File: src/rtl/settable_clock.sv
// settable_clock: time-of-day core with its own one-second tick, 24 h or 12 h
// hour format, and a button-driven set-time state machine.
//
// Parameters:
//   TICK_DIV     clock cycles per second (>= 2)
//   HOUR_MODE    24 -> hours 0..23, 12 -> hours 1..12 with pm_o
//   BLINK_DIV    cycles per blink_o half-period (>= 1)
//   REPEAT_DELAY hold cycles before the first auto-repeat step (auto-repeat only)
//   REPEAT_DIV   cycles between further auto-repeat steps (auto-repeat only)
//
// Ports:
//   clk_100MHz_i  system clock
//   reset_i       asynchronous active-low reset
//   inc_i/dec_i   debounced increment / decrement levels
//   mode_i        debounced mode level (RUN -> SET_H -> SET_M -> SET_S -> RUN)
//   seconds_o     0..59
//   minutes_o     0..59
//   hours_o       0..23 (24 h) or 1..12 (12 h)
//   pm_o          PM flag, constant 0 in 24 h mode
//   mode_o        0 RUN, 1 SET_H, 2 SET_M, 3 SET_S
//   second_o      one-cycle pulse when a counted second appears on the outputs
//   blink_o       blink phase for the field being edited, 0 in RUN
//
// Build option: define SETTABLE_CLOCK_AUTOREPEAT_EN to enable auto-repeat of a
// held inc/dec button in the SET states. Without it, only edges step a field.
module settable_clock #(
  parameter int unsigned TICK_DIV     = 100_000_000,
  parameter int unsigned HOUR_MODE    = 24,
  parameter int unsigned BLINK_DIV    = 25_000_000,
  parameter int unsigned REPEAT_DELAY = 50_000_000,
  parameter int unsigned REPEAT_DIV   = 10_000_000
) (
  input  logic       clk_100MHz_i,
  input  logic       reset_i,
  input  logic       inc_i,
  input  logic       dec_i,
  input  logic       mode_i,
  output logic [5:0] seconds_o,
  output logic [5:0] minutes_o,
  output logic [4:0] hours_o,
  output logic       pm_o,
  output logic [1:0] mode_o,
  output logic       second_o,
  output logic       blink_o
);

  localparam logic [1:0] ST_RUN   = 2'd0;
  localparam logic [1:0] ST_SET_H = 2'd1;
  localparam logic [1:0] ST_SET_M = 2'd2;
  localparam logic [1:0] ST_SET_S = 2'd3;

  localparam bit          H12        = (HOUR_MODE == 12);
  localparam int unsigned TW         = $clog2(TICK_DIV);
  localparam int unsigned BW         = (BLINK_DIV > 1) ? $clog2(BLINK_DIV) : 1;
  localparam logic [TW-1:0] TICK_LAST  = TW'(TICK_DIV - 1);
  localparam logic [BW-1:0] BLINK_LAST = BW'(BLINK_DIV - 1);
  localparam logic [4:0]    HOUR_RST   = H12 ? 5'd12 : 5'd0;

  // Input sampling and edge detection
  logic inc_q, dec_q, mode_q;
  logic inc_last_q, dec_last_q, mode_last_q;
  logic inc_ev, dec_ev, mode_ev;
  logic single_inc, single_dec;
  logic rep_fire, rep_up;

  // Time and control state
  logic [1:0]    state_q, state_d;
  logic [5:0]    sec_q, sec_d;
  logic [5:0]    min_q, min_d;
  logic [4:0]    hour_q, hour_d;
  logic          pm_q, pm_d;
  logic [TW-1:0] tick_q, tick_d;
  logic          pulse_q, pulse_d;
  logic          blink_q, blink_d;
  logic [BW-1:0] blink_cnt_q, blink_cnt_d;
  logic          step_up, step_dn;

  always_ff @(posedge clk_100MHz_i or negedge reset_i) begin
    if (!reset_i) begin
      inc_q       <= 1'b0;
      dec_q       <= 1'b0;
      mode_q      <= 1'b0;
      inc_last_q  <= 1'b0;
      dec_last_q  <= 1'b0;
      mode_last_q <= 1'b0;
    end else begin
      inc_q       <= inc_i;
      dec_q       <= dec_i;
      mode_q      <= mode_i;
      inc_last_q  <= inc_q;
      dec_last_q  <= dec_q;
      mode_last_q <= mode_q;
    end
  end

  // Edges are taken on the registered levels so every event acts one edge
  // after the button is first sampled high.
  assign inc_ev  = inc_q  & ~inc_last_q;
  assign dec_ev  = dec_q  & ~dec_last_q;
  assign mode_ev = mode_q & ~mode_last_q;

  // A step needs exactly one of inc/dec, and a mode event discards it.
  assign single_inc = inc_ev & ~dec_ev & ~mode_ev;
  assign single_dec = dec_ev & ~inc_ev & ~mode_ev;

  // Hour stepping, returns {pm, hour}. The 12 h sequence 12,1..11 per half-day
  // toggles pm at the 11<->12 boundary in either direction.
  function automatic logic [5:0] hour_up(input logic [4:0] h, input logic pm);
    if (H12) begin
      if (h == 5'd11)      return {~pm, 5'd12};
      else if (h == 5'd12) return {pm, 5'd1};
      else                 return {pm, h + 5'd1};
    end else begin
      if (h == 5'd23)      return {1'b0, 5'd0};
      else                 return {1'b0, h + 5'd1};
    end
  endfunction

  function automatic logic [5:0] hour_dn(input logic [4:0] h, input logic pm);
    if (H12) begin
      if (h == 5'd12)      return {~pm, 5'd11};
      else if (h == 5'd1)  return {pm, 5'd12};
      else                 return {pm, h - 5'd1};
    end else begin
      if (h == 5'd0)       return {1'b0, 5'd23};
      else                 return {1'b0, h - 5'd1};
    end
  endfunction

  function automatic logic [5:0] wrap60_up(input logic [5:0] v);
    return (v == 6'd59) ? 6'd0 : v + 6'd1;
  endfunction

  function automatic logic [5:0] wrap60_dn(input logic [5:0] v);
    return (v == 6'd0) ? 6'd59 : v - 6'd1;
  endfunction

`ifdef SETTABLE_CLOCK_AUTOREPEAT_EN
  localparam int unsigned RMAX = (REPEAT_DELAY > REPEAT_DIV) ? REPEAT_DELAY : REPEAT_DIV;
  localparam int unsigned RW   = (RMAX > 1) ? $clog2(RMAX) : 1;
  localparam logic [RW-1:0] DELAY_LAST = RW'(REPEAT_DELAY - 1);
  localparam logic [RW-1:0] DIV_LAST   = RW'(REPEAT_DIV - 1);

  logic          rep_arm_q, rep_arm_d;
  logic          rep_up_q, rep_up_d;
  logic          rep_first_q, rep_first_d;
  logic [RW-1:0] rep_cnt_q, rep_cnt_d;
  logic          rep_held;

  assign rep_held = rep_up_q ? (inc_q & ~dec_q) : (dec_q & ~inc_q);
  assign rep_up   = rep_up_q;

  // Armed by an accepted edge step; counts the initial delay first, then the
  // repeat period, for as long as the same button stays held alone.
  always_comb begin
    rep_arm_d   = rep_arm_q;
    rep_up_d    = rep_up_q;
    rep_first_d = rep_first_q;
    rep_cnt_d   = rep_cnt_q;
    rep_fire    = 1'b0;
    if (state_q == ST_RUN || mode_ev) begin
      rep_arm_d = 1'b0;
      rep_cnt_d = '0;
    end else if (single_inc || single_dec) begin
      rep_arm_d   = 1'b1;
      rep_up_d    = single_inc;
      rep_first_d = 1'b1;
      rep_cnt_d   = '0;
    end else if (rep_arm_q) begin
      if (!rep_held) begin
        rep_arm_d = 1'b0;
        rep_cnt_d = '0;
      end else if (rep_cnt_q == (rep_first_q ? DELAY_LAST : DIV_LAST)) begin
        rep_fire    = 1'b1;
        rep_first_d = 1'b0;
        rep_cnt_d   = '0;
      end else begin
        rep_cnt_d = rep_cnt_q + 1'b1;
      end
    end
  end

  always_ff @(posedge clk_100MHz_i or negedge reset_i) begin
    if (!reset_i) begin
      rep_arm_q   <= 1'b0;
      rep_up_q    <= 1'b0;
      rep_first_q <= 1'b0;
      rep_cnt_q   <= '0;
    end else begin
      rep_arm_q   <= rep_arm_d;
      rep_up_q    <= rep_up_d;
      rep_first_q <= rep_first_d;
      rep_cnt_q   <= rep_cnt_d;
    end
  end
`else
  logic unused_repeat_cfg;
  assign unused_repeat_cfg = ^{32'(REPEAT_DELAY), 32'(REPEAT_DIV)};
  assign rep_fire = 1'b0;
  assign rep_up   = 1'b0;
`endif

  assign step_up = single_inc | (rep_fire & rep_up);
  assign step_dn = single_dec | (rep_fire & ~rep_up);

  always_comb begin
    state_d     = state_q;
    sec_d       = sec_q;
    min_d       = min_q;
    hour_d      = hour_q;
    pm_d        = pm_q;
    tick_d      = tick_q;
    pulse_d     = 1'b0;
    blink_d     = 1'b0;
    blink_cnt_d = '0;

    if (state_q == ST_RUN) begin
      if (tick_q == TICK_LAST) begin
        tick_d  = '0;
        pulse_d = 1'b1;
        if (sec_q == 6'd59) begin
          sec_d = 6'd0;
          if (min_q == 6'd59) begin
            min_d          = 6'd0;
            {pm_d, hour_d} = hour_up(hour_q, pm_q);
          end else begin
            min_d = min_q + 6'd1;
          end
        end else begin
          sec_d = sec_q + 6'd1;
        end
      end else begin
        tick_d = tick_q + 1'b1;
      end
    end else begin
      tick_d = '0;
      case (state_q)
        ST_SET_H: begin
          if (step_up)      {pm_d, hour_d} = hour_up(hour_q, pm_q);
          else if (step_dn) {pm_d, hour_d} = hour_dn(hour_q, pm_q);
        end
        ST_SET_M: begin
          if (step_up)      min_d = wrap60_up(min_q);
          else if (step_dn) min_d = wrap60_dn(min_q);
        end
        default: begin
          if (step_up)      sec_d = wrap60_up(sec_q);
          else if (step_dn) sec_d = wrap60_dn(sec_q);
        end
      endcase

      if (blink_cnt_q == BLINK_LAST) begin
        blink_cnt_d = '0;
        blink_d     = ~blink_q;
      end else begin
        blink_cnt_d = blink_cnt_q + 1'b1;
        blink_d     = blink_q;
      end
    end

    // Mode change is applied after any RUN second so a coincident tick is kept.
    if (mode_ev) begin
      tick_d      = '0;
      blink_cnt_d = '0;
      case (state_q)
        ST_RUN:   state_d = ST_SET_H;
        ST_SET_H: state_d = ST_SET_M;
        ST_SET_M: state_d = ST_SET_S;
        default:  state_d = ST_RUN;
      endcase
      blink_d = (state_d != ST_RUN);
    end
  end

  always_ff @(posedge clk_100MHz_i or negedge reset_i) begin
    if (!reset_i) begin
      state_q     <= ST_RUN;
      sec_q       <= '0;
      min_q       <= '0;
      hour_q      <= HOUR_RST;
      pm_q        <= 1'b0;
      tick_q      <= '0;
      pulse_q     <= 1'b0;
      blink_q     <= 1'b0;
      blink_cnt_q <= '0;
    end else begin
      state_q     <= state_d;
      sec_q       <= sec_d;
      min_q       <= min_d;
      hour_q      <= hour_d;
      pm_q        <= pm_d;
      tick_q      <= tick_d;
      pulse_q     <= pulse_d;
      blink_q     <= blink_d;
      blink_cnt_q <= blink_cnt_d;
    end
  end

  assign seconds_o = sec_q;
  assign minutes_o = min_q;
  assign hours_o   = hour_q;
  assign pm_o      = pm_q;
  assign mode_o    = state_q;
  assign second_o  = pulse_q;
  assign blink_o   = blink_q;

endmodule

File: config.mk
export PLATFORM = sky130hd
export DESIGN_NAME = settable_clock
export DESIGN_NICKNAME = d
export VERILOG_FILES = /design/src/rtl/settable_clock.sv
export SDC_FILE = /design/constraint.sdc
export NUM_CORES = 1
export LEC_CHECK = 0
export CAP_MARGIN = 10
export CORE_ASPECT_RATIO = 0.9
export CORE_MARGIN = 2
export CORE_UTILIZATION = 56
export CTS_CLUSTER_SIZE = 28
export DETAILED_ROUTE_END_ITERATION = 8
export GPL_TIMING_DRIVEN = 0
export HOLD_SLACK_MARGIN = 0.12
export PLACE_DENSITY = 0.75
export SLEW_MARGIN = 20
export SYNTH_ARGS = -nofsm -noshare
export SYNTH_HDL_FRONTEND = slang
export SYNTH_SLANG_ARGS = --single-unit
File: constraint.sdc
create_clock -name clk_100MHz_i -period 4.1 [get_ports clk_100MHz_i]
set_clock_uncertainty 0.2 [all_clocks]
set_input_delay 0.615 -clock clk_100MHz_i [delete_from_list [all_inputs] [get_ports clk_100MHz_i]]
set_output_delay 0.615 -clock clk_100MHz_i [all_outputs]
set_load 0.01 [all_outputs]
### Word level (Yosys, flattened, before mapping)

Index checks and enable logic that the tools add are counted.

* reductions and logical operators: 13
* add/sub/neg operators: 8
* muxes and demuxes: 44
* bitwise operators: 14
* equality and inequality tests: 11

Operators with widths (count)
* $mux 6: 15
* $mux 27: 3
* $mux 25: 3
* $mux 5: 9
* $add 27x1->27 const B: 1
* $eq 27x27->1 const B: 1
* $add 25x1->25 const B: 1
* $eq 25x25->1 const B: 1
* $add 6x1->6 const B: 2
* $eq 6x6->1 const B: 2
* $logic_not 6->1: 2
* $mux 1: 12
* $sub 6x1->6 const B: 2
* $ne 2x1->1 const B: 4
* $and 1x1->1: 7
* $not 1->1: 7
* $pmux 2 s3: 1
* $reduce_bool 2->1: 3
* $reduce_bool 3->1: 2
* $add 5x1->5 const B: 1
* $eq 5x5->1 const B: 1
* $logic_not 5->1: 1
* $reduce_and 5->1: 1
* $sub 5x1->5 const B: 1
* 7 further kinds: 7

* output and inout port bits: 22
* word-level logic and storage cells: 105
* register bits after elaboration: 80
* input bits: 5

### Depth between registers and ports, before layout

* depth in word-level cells: 9
* depth in mapped cells: 9

### Worst setup path before layout

Ideal clock, no wire load.

* kind: register -> register
* start: register sec_q[1], in the netlist seconds_o[1]
* end: register min_q[2], in the netlist minutes_o[2]
* stages on the path, launching flop included: 7
* data required time: 3779 ps
* arrival time: 1958 ps
* library setup time: 121 ps
* setup slack: 1821 ps
* buffers on the path: 0
* cells stage by stage: dfrtp_1 -> ha_1 -> nand3_1 -> or3b_2 -> nor3_4 -> o221ai_1 -> a22o_1

* cells in the longest elaborated chain, start to end: 3

Ends and longest elaborated chain
* from (decl): RTL line 68 `logic [5:0] sec_q, sec_d;`
* from (signal assigned): RTL line 278 `sec_q <= '0;`
* from (signal assigned): RTL line 288 `sec_q <= sec_d;`
* $eq 6x6->1: RTL line 221 `if (sec_q == 6'd59) begin`
* $ne 2x1->1 (no line)
* $reduce_and 4->1 (no line)
* to (signal assigned): RTL line 289 `min_q <= min_d;`
* to (decl): RTL line 69 `logic [5:0] min_q, min_d;`

Every way passes these cells.
A chain may end at the register's enable or synchronous reset.

### Worst setup path after layout

* start: register state_q[0], in the netlist mode_o[0]
* end: register min_q[4], in the netlist minutes_o[4]

* cells in the longest elaborated chain, start to end: 3
* elaborated cells between the ends (all ways): 8
* those cells by class: 3 x eq/ne; 1 x mux; 4 x reduce/logical

Ends and longest elaborated chain
* from (decl): RTL line 67 `logic [1:0] state_q, state_d;`
* from (signal assigned): RTL line 287 `state_q <= state_d;`
* $logic_not 2->1 / $eq 2x2->1 (equally long branches): RTL line 217, 237
* $ne 2x1->1 (no line), or another cell as far along
* $reduce_and 4->1 (no line)

Parallel ways exist; a longest one is shown, timed or not.

==> impl_results.md <==
- Multi-input gate area: 2346 um2
- Clk_lat worst skew: 0.35 ns
- #FFs+latches synth: 79
- Pwr dens: 560.2 nW/um2
- Chip Height: 89.21 um
- Root Buffer: clkbuf_8
- Largest net degree at the start of global routing: 57
- Vias in the first global route: 3399
- Max-cap violation count: 0
- Die ar.: 8803 um2
- Layout net count: ~540
- Lkg Pwr: 2.164 nW
- Worst r2r path cells: 8
- Initial Util: 56.82%
- # setup viols final: 0
- Aggregate global routing overflow: 0
- Met2 global-route usage: between 30% and 40%
- Met3 Use GR: 5.160%
- TritonCTS buffer count: 9
- Sequential-to-total area share from yosys stat: 43.76%
- Ports: 27
- Worst EP arrival: 2.66 ns
- Iter 0 DRT Violations: 175
- Routability cong.: 0.8432
- Grt peak-use layer: met2
- GRT Overall Usage: 22.18%
- Max clock buf depth: 2
- Area growth, synth to finish: 14.46%
- H-tree Lvls: 3
- First-pass GRT wire length: 15.81 mm
- Final Hold Fails: 0
- Flop2flop setup slack: 1.48 ns
- VDD IR max: 0.0002219 V
- Final-report max-slew violation count: 0
- Vias: 3659
- Worst hold slack: roughly 0.17 ns
- Cell taking the most area after synthesis: dfrtp_1
- Row Count: 31
- Slew Limit Headroom: 57.32%
- Post-Synthesis Cells: 482
- R2r startpoint: mode_o[0]$_DFFE_PN0P_
- Period utilization: around 64%
- Global Route met1 Usage: 29.47%
- Kind of critical path: flip-flop to flip-flop
- # fillers: about 640
- Port bufs: 25
- Core Region: 7951 um2
- RSZ-0062 raised after global routing: false
- CTS tree: done
- PostCTS Resize Cnt: 0
- Synth async-reset ratio: 100.0%
- Clock transition at path regs: ~0.08 ns
- Post-Place Worst Slack: roughly 1.5 ns
- Antenna Nets Post-Route: 0
- Mapped Area: 4518 um2
- Min cycle time layout: about 2.6 ns
- Wirelength per Cell: 15.09 um
- Top-area cell type share of the netlist area: 43.76%
- Placed Cells incl. Taps: about 610
- Antenna violations before repair: 0
- Finished Layout Cells: between 600 and 700
- RR Endpoint: minutes_o[4]$_DFFE_PN0P_
- Layout cell share with drive strength beyond 1: roughly 9%
- WP data required: 4.14 ns
- HP Class: flip-flop to flip-flop
- Total negative setup slack: 0 ns
- Sequential cell area: 1977 um2
- Fmax: 381.8 MHz
- Element type at the critical path end: flip-flop
- Worst Tran Pin Value: 0.6353 ns
- Worst-path maximum fanout: 10
- Top_reg_cell synth: dfrtp_1
- Overall routed net length: approximately 9.4 mm
- Average size of a mapped cell: 9.374 um2
- Post-synthesis cell type count: 63
- Die W: 98.68 um
- Synth top cells by count: 79 x dfrtp_1, 76 x nor2_1, 39 x nand3_1
- Outcome: finished clean
- Total power: 0.002897 W
- Critical Path Source: mode_o[0]$_DFFE_PN0P_
- EDFF count, synth: 0
- Final WS setup: between 1 and 1.5 ns
- Pre-antenna DRT Iters: 4
- Vias per cell: 5.864
- Syn nets: around 500
- Worst Setup EP: minutes_o[4]$_DFFE_PN0P_
- Most common cell in the netlist: dfrtp_1
- Syn. warnings: 0
- Startpoint Class: flip-flop
- Clock sink count: 79
- # DRC: 0
- Synth area leaders: dfrtp_1 44%, xor2_1 7.2%, nor2_1 6.3%
- Ant. Diodes: 0
- Detailed placement HPWL: approximately 6.4 mm
==> state kept, by name (all words and copies together), names as in the netlist <==
register,cells
blink_cnt_q,25
second_o,1
mode_o,2
hours_o,5
inc_last_q,1
seconds_o,6
dec_q,1
blink_o,1
mode_last_q,1
inc_q,1
minutes_o,6
dec_last_q,1
mode_q,1
tick_q,27
==> stage by stage <==
stage / util (%) / instance area [um2]
3_5_place_dp: 61.84 / 4917
4_1_cts: 65.04 / 5171
3_3_place_gp: 61.53 / 4892
5_1_grt: 65.04 / 5171
6_report: 65.04 / 5171
2_1_floorplan: - / 4518
==> worst max-delay path, stage by stage (launching register included) <==
cell and delay, ns:
dfrtp_1 0.43, inv_1 0.10, ha_1 0.20, clkbuf_1 0.18, a31oi_1 0.21, buf_2 0.28
clkbuf_1 0.43, nand3_1 0.18, a32o_1 0.29
==> per-layer routing <==
metal / up-vias / part of all wire, %
met5: - / 0
met4: 0 / 1.1
met3: 10 / 3.1
met2: 67 / 49
met1: 1805 / 47
li1: 1777 / -
==> worst min path at each step <==
stage | startpoint | endpoint | cells past startpoint
after global placement | inc_q$_DFF_PN0_ | inc_last_q$_DFF_PN0_ | 0
final | inc_q$_DFF_PN0_ | inc_last_q$_DFF_PN0_ | 0
after floorplan | reset_i | blink_cnt_q[0]$_DFF_PN0_ | 0
after detailed placement | inc_q$_DFF_PN0_ | inc_last_q$_DFF_PN0_ | 0
after CTS | inc_q$_DFF_PN0_ | inc_last_q$_DFF_PN0_ | 0
after global routing | inc_q$_DFF_PN0_ | inc_last_q$_DFF_PN0_ | 0
==> layout by cell type, fill, tap and decap left out, types with 4 or more instances in the layout <==
cell type        count
clkbuf_1            11
nor3_1              13
xor2_1              37
ha_1                14
inv_1               12
clkdlybuf4s50_1     24
buf_4                4
a21oi_1              9
o21ai_0             16
dfrtp_1             79
nor2_1              76
clkbuf_8             9
o31ai_1              4
and2_1               4
and3_1              11
buf_2                8
and4_1               4
nand4_1             21
a31oi_1              5
a22o_1               4
nand2_1             23
nand3_1             39
xnor2_1             18
nand2b_1             7
==> cell families after synthesis <==
family	synth area share, %
muxes	0.9415
and+or+nand+nor	26.28
other	0.08300
buffers and inverters	4.320
adders and majority gates	3.877
DFF	43.76
AOI/OAI and AO/OA	10.08
xor gates and xnor gates	10.66
==> final cells by class <==
cell class              instances  area share, %
clock inverters                 7          2.323
flip-flops and latches         79          38.23
inverters                      12         0.8710
well taps                      99          2.395
plain buffers                  26          2.903
clock buffers                   9          2.395
multi-input cells             365          45.37
repair buffers                 27          5.517
==> report_power, final <==
part           total, W  internal, W  switching [W]
sequential      0.00105     0.000893       0.000155
combinational   0.00114     0.000537       0.000604
clock          0.000709     0.000407       0.000302
==> repair_timing <==
| action | 4_1_cts | 5_1_grt |
|---|---|---|
| buffers inserted | 0 | 0 |
| endpoints found under the hold margin | 23 | 0 |
| endpoints found under the setup margin | 0 | 0 |
| hold buffers | 1 | 0 |
No activity file was read; power rests on OpenSTA's default activity.
